$ cat src/rtl/rsc_encoder.sv
// 8-state recursive systematic convolutional encoder (fb 1+D^2+D^3, ff 1+D+D^3) with BPSK mapping.
// Define RSC_TERM_EN to append three trellis-termination (tail) pairs after each frame.
module rsc_encoder #(
  parameter int unsigned        FRAME_LEN = 40,
  parameter logic signed [15:0] AMP       = 16'sd1024
) (
  input  logic               clk,
  input  logic               rst,
  input  logic               in_valid,
  output logic               in_ready,
  input  logic               in_bit,
  output logic               out_valid,
  input  logic               out_ready,
  output logic signed [15:0] out_sys,
  output logic signed [15:0] out_par,
  output logic               out_first,
  output logic               out_last,
  output logic               out_tail
);

  localparam int unsigned      CNT_W    = (FRAME_LEN > 1) ? $clog2(FRAME_LEN) : 1;
  localparam logic [CNT_W-1:0] LAST_IDX = CNT_W'(FRAME_LEN - 1);

  typedef enum logic [1:0] {IDLE, DATA, TAIL} state_t;

  state_t           state;
  logic             s1, s2, s3;
  logic [CNT_W-1:0] cnt;
`ifdef RSC_TERM_EN
  logic [1:0]       tail_cnt;
`endif

  logic slot_free;
  logic accept;
  logic frame_end;
  logic a_bit;
  logic p_bit;

  // The output register can take a new pair when empty or being drained this cycle.
  assign slot_free = !out_valid || out_ready;
  assign in_ready  = !rst && (state == IDLE || state == DATA) && slot_free;
  assign accept    = in_valid && in_ready;
  assign frame_end = (cnt == LAST_IDX);
  assign a_bit     = in_bit ^ s2 ^ s3;
  assign p_bit     = a_bit ^ s1 ^ s3;

  function automatic logic signed [15:0] bpsk(input logic b);
    return b ? -AMP : AMP;
  endfunction

  always_ff @(posedge clk) begin
    if (rst) begin
      state     <= IDLE;
      s1        <= 1'b0;
      s2        <= 1'b0;
      s3        <= 1'b0;
      cnt       <= '0;
`ifdef RSC_TERM_EN
      tail_cnt  <= 2'd0;
`endif
      out_valid <= 1'b0;
      out_sys   <= 16'sd0;
      out_par   <= 16'sd0;
      out_first <= 1'b0;
      out_last  <= 1'b0;
      out_tail  <= 1'b0;
    end else begin
      if (out_valid && out_ready) begin
        out_valid <= 1'b0;
      end
      if (accept) begin
        out_valid <= 1'b1;
        out_sys   <= bpsk(in_bit);
        out_par   <= bpsk(p_bit);
        out_first <= (cnt == '0);
        out_tail  <= 1'b0;
        s1        <= a_bit;
        s2        <= s1;
        s3        <= s2;
        if (frame_end) begin
          cnt <= '0;
`ifdef RSC_TERM_EN
          out_last <= 1'b0;
          state    <= TAIL;
`else
          // Unterminated frame: restart the next frame from the zero state.
          out_last <= 1'b1;
          state    <= IDLE;
          s1       <= 1'b0;
          s2       <= 1'b0;
          s3       <= 1'b0;
`endif
        end else begin
          cnt      <= cnt + CNT_W'(1);
          out_last <= 1'b0;
          state    <= DATA;
        end
      end
`ifdef RSC_TERM_EN
      // Tail input u = s2^s3 forces the feedback bit to zero, flushing the register.
      else if (state == TAIL && slot_free) begin
        out_valid <= 1'b1;
        out_sys   <= bpsk(s2 ^ s3);
        out_par   <= bpsk(s1 ^ s3);
        out_first <= 1'b0;
        out_last  <= (tail_cnt == 2'd2);
        out_tail  <= 1'b1;
        s1        <= 1'b0;
        s2        <= s1;
        s3        <= s2;
        if (tail_cnt == 2'd2) begin
          tail_cnt <= 2'd0;
          state    <= IDLE;
        end else begin
          tail_cnt <= tail_cnt + 2'd1;
        end
      end
`endif
    end
  end

endmodule
$ cat config.mk
export PLATFORM = sky130hd
export DESIGN_NAME = rsc_encoder
export DESIGN_NICKNAME = d
export VERILOG_FILES = /design/src/rtl/rsc_encoder.sv
export SDC_FILE = /design/constraint.sdc
export NUM_CORES = 1
export LEC_CHECK = 0
export BUFFER_PORTS_ARGS = -buffer_cell sky130_fd_sc_hd__buf_2
export CORE_MARGIN = 3
export CORE_UTILIZATION = 41
export DETAILED_ROUTE_END_ITERATION = 12
export PLACE_DENSITY = 0.74
export SYNTH_ARGS = -nofsm -noshare
export SYNTH_HDL_FRONTEND = slang
export SYNTH_SLANG_ARGS = --single-unit
$ cat constraint.sdc
create_clock -name clk -period 1.3 [get_ports clk]
set_clock_uncertainty 0.2 [all_clocks]
set_input_delay 0.26 -clock clk [delete_from_list [all_inputs] [get_ports clk]]
set_output_delay 0.26 -clock clk [all_outputs]
set_load 0.02 [all_outputs]
==> flow_metrics.env <==
export IMPL_run_status="finished, violations left"
export IMPL_failed_checks="negative setup slack"
export IMPL_hpwl_mm=1.34
export IMPL_core_area_sq_mm=0.00208
export IMPL_grt_usage_pct=16.4
export IMPL_whs_endpoint="out_valid"
export IMPL_via_per_inst=4.72
export IMPL_synth_top_area_cell="dfxtp_1"
export IMPL_grt_overflow=0
export IMPL_multiInputGateArea_sq_um=557
export IMPL_ir_worst_vdd_mv=0.551
export IMPL_rr_endpoint="cnt[3]"
export IMPL_vias=830
export IMPL_total_power_mw=1.09
export IMPL_synth_top_family_by_area="buffers and inverters"
export IMPL_nFillCells=174
export IMPL_seq_area_frac_synth_pct=31.7
export IMPL_antenna_left=0
export IMPL_clkSlewWorstSetupHoldPaths_ns=0.09
export IMPL_critPathBufInv=1
export IMPL_grt_pass1_wl_mm=3.25
export IMPL_crit_arrival_ns=1.05
export IMPL_holdCritStartpoint="in_valid"
export IMPL_rows=16
export IMPL_grt_max_degree=14
export IMPL_cp_slowest_stage_delay_ns=0.32
export IMPL_p_per_area_mw_per_mm2=827
export IMPL_cts_buffer_depth=2
export IMPL_cts_made_buffers=3
export IMPL_synth_compound_area_share_pct=8.31
export IMPL_maxSlewViolCount=0
export IMPL_finalWirelength_mm=2.36
export IMPL_clock_sinks=15
export IMPL_path_cells="and2b_2 -> nor2_4 -> buf_6"
export IMPL_async_flop_share_pct=0
export IMPL_boundaryPins=42
export IMPL_worst_setup_path_start_kind="flip-flop"
export IMPL_areaGrowthSynthToFinish_pct=39.2
export IMPL_timing_critical_path_fanout_max=2
export IMPL_netlist_area_sq_um=948
export IMPL_drtIter0Drc=13
export IMPL_worst_r2r_setup_slack_ns=-0.21
export IMPL_synth_common_cells="31 x buf_4, 15 x dfxtp_1, 8 x nand3_1, 8 x nor2_1, 7 x nand2_1"
export IMPL_finalSetupViolCount=12
export IMPL_antenna_found_initial=0
export IMPL_clock_root_buffer="clkbuf_4"
export IMPL_synthXorXnorAreaFrac_pct=4.62
export IMPL_fmax_mhz=661
export IMPL_yosys_area_top_type_share_pct=31.7
export IMPL_leakagePower_nw=0.604
export IMPL_synth_most_common_cell="buf_4"
export IMPL_synthCells=112
export IMPL_ff2ff_path_depth=5
export IMPL_die_w_um=54.1
export IMPL_period_share_pct=116
export IMPL_postSynthAreaPerCell_sq_um=8.47
export IMPL_synth_seq_cells=15
export IMPL_cts_tree="built"
export IMPL_synthAdderAreaFrac_pct=2.64
export IMPL_layout_setup_ws_ns=-0.213
export IMPL_worstPathRequired_ns=0.84
export IMPL_cp_end_kind="output pin"
export IMPL_htree_levels=1
export IMPL_crit_family="flip-flops"
export IMPL_hold_violations=0
export IMPL_drv_cap=0
export IMPL_critPathSlowestCell="dfxtp_2"
export IMPL_synthFlopType="dfxtp_1"
export IMPL_whs_path_depth=3
export IMPL_reg2reg_from="out_valid"
export IMPL_worstSetupPathType="flip-flop to output pin"
export IMPL_grt_pass1_vias=692
export IMPL_die_area_sq_mm=0.00293
export IMPL_fin_crit_ns=1.51
export IMPL_place_area_sq_mm=0.00103
export IMPL_synth_edff_count=0
export IMPL_drcViolationCount=0
export IMPL_rsz0062_at_grt="true"
export IMPL_start_util_pct=45.6
export IMPL_drive_gt1_share_pct=55.0
export IMPL_fp_dieH_um=54.1
export IMPL_wl_per_cell_um=13.4
export IMPL_finalInstanceArea_sq_mm=0.00132
export IMPL_hold_path_class="input pin to flip-flop"
export IMPL_n_antenna_cell=0
export IMPL_synth_area_leaders="dfxtp_1 32%, buf_4 25%, nand3_1 4.2%"
export IMPL_drtPass1Iterations=4
export IMPL_fin_nets=157
export IMPL_synth_cell_type_count=31
export IMPL_place_congestion=0.782
export IMPL_port_buffers=20
export IMPL_seq_area_sq_um=315
export IMPL_clkLatencyLatePin_ns=0.29
export IMPL_yosysWarnings=0
export IMPL_holdWs_ns=0.0666
export IMPL_synthMuxAreaShare_pct=0
export IMPL_synthSimpleGateAreaFrac_pct=24.9
## sequential cells by signal (all words and copies together), names as in the netlist
| name | flops |
|---|---|
| s2 | 1 |
| s3 | 1 |
| s1 | 1 |
| out_sys | 2 |
| out_par | 1 |
| out_last | 1 |
| out_valid | 1 |
| cnt | 6 |
| out_first | 1 |
## metrics by stage
stage | setup TNS, ns | util (%) | std cells | setup slack (ns)
6_report | -1.83 | 63.4 | 176 | -0.213
3_5_place_dp | -0.560 | 49.5 | 159 | -0.108
5_1_grt | -2.64 | 63.4 | 176 | -0.254
2_1_floorplan | -0.105 | - | 132 | -0.0708
4_1_cts | -1.35 | 57.3 | 173 | -0.199
3_3_place_gp | -0.222 | 49.5 | 159 | -0.0607
## layer usage
layer | routed length (um) | vias to the layer above | GRT usage, %
li1 | - | 391 | -
met3 | 195 | 9 | 5.26
met4 | 110 | 0 | 12.4
met1 | 852 | 385 | 16.2
met5 | 0 | - | 0
met2 | 1200 | 45 | 28.4
## area by class of cell
type                    instances  share of cell area, %
multi-input cells              79                   42.2
repair buffers                 46                   28.0
flip-flops and latches         15                   23.9
well taps                      27                   2.56
clock buffers                   4                   1.99
inverters                       5                   1.42
## worst max path at each step
stage	from	to	slack, ns	depth (start not counted)
after floorplan	rst	in_ready	-0.07	3
after global placement	out_ready	cnt[3]	-0.06	5
after detailed placement	out_ready	cnt[3]	-0.11	5
after CTS	out_valid	in_ready	-0.20	3
after global routing	out_valid	in_ready	-0.25	3
final	out_valid	in_ready	-0.21	3
## where the power goes
part           internal (mW)  switching [mW]
Clock                  0.120           0.154
Sequential             0.479          0.0184
Combinational          0.127           0.192
Total                  0.726           0.365
## cells by family (layout without fill, tap and decap cells)
kind of cell / Yosys count / after routing
fa+ha+maj: 2 / 2
flops: 15 / 15
simple gates: 38 / 38
other cells: 1 / 21
xor+xnor: 5 / 5
compound gates: 13 / 13
buf+inv: 38 / 55
## repair_timing
action,4_1_cts,5_1_grt
gates resized for setup,17,33
cloned,0,0
pin swaps,10,7
endpoints found under the hold margin,1,0
setup buffers,9,3
hold buffers,1,0
setup endpoints to repair,20,26
## layout by cell type (no fill, tap or decap), types with 4 or more instances in the layout
| cell type | n |
|---|---|
| a21oi_2 | 4 |
| buf_2 | 5 |
| buf_4 | 31 |
| buf_6 | 9 |
| conb_1 | 21 |
| dfxtp_1 | 7 |
| dfxtp_2 | 6 |
| inv_1 | 5 |
| nand2_1 | 6 |
| nand3_2 | 6 |
| nor2_1 | 6 |
## worst reg2reg max path: stages (launching register included)
cell	delay (ns)
dfxtp_2	0.32
and2b_2	0.22
buf_6	0.13
nor2_4	0.21
a211oi_2	0.11
a41o_1	0.21
Note: power is estimated with default switching activity, not from simulation.
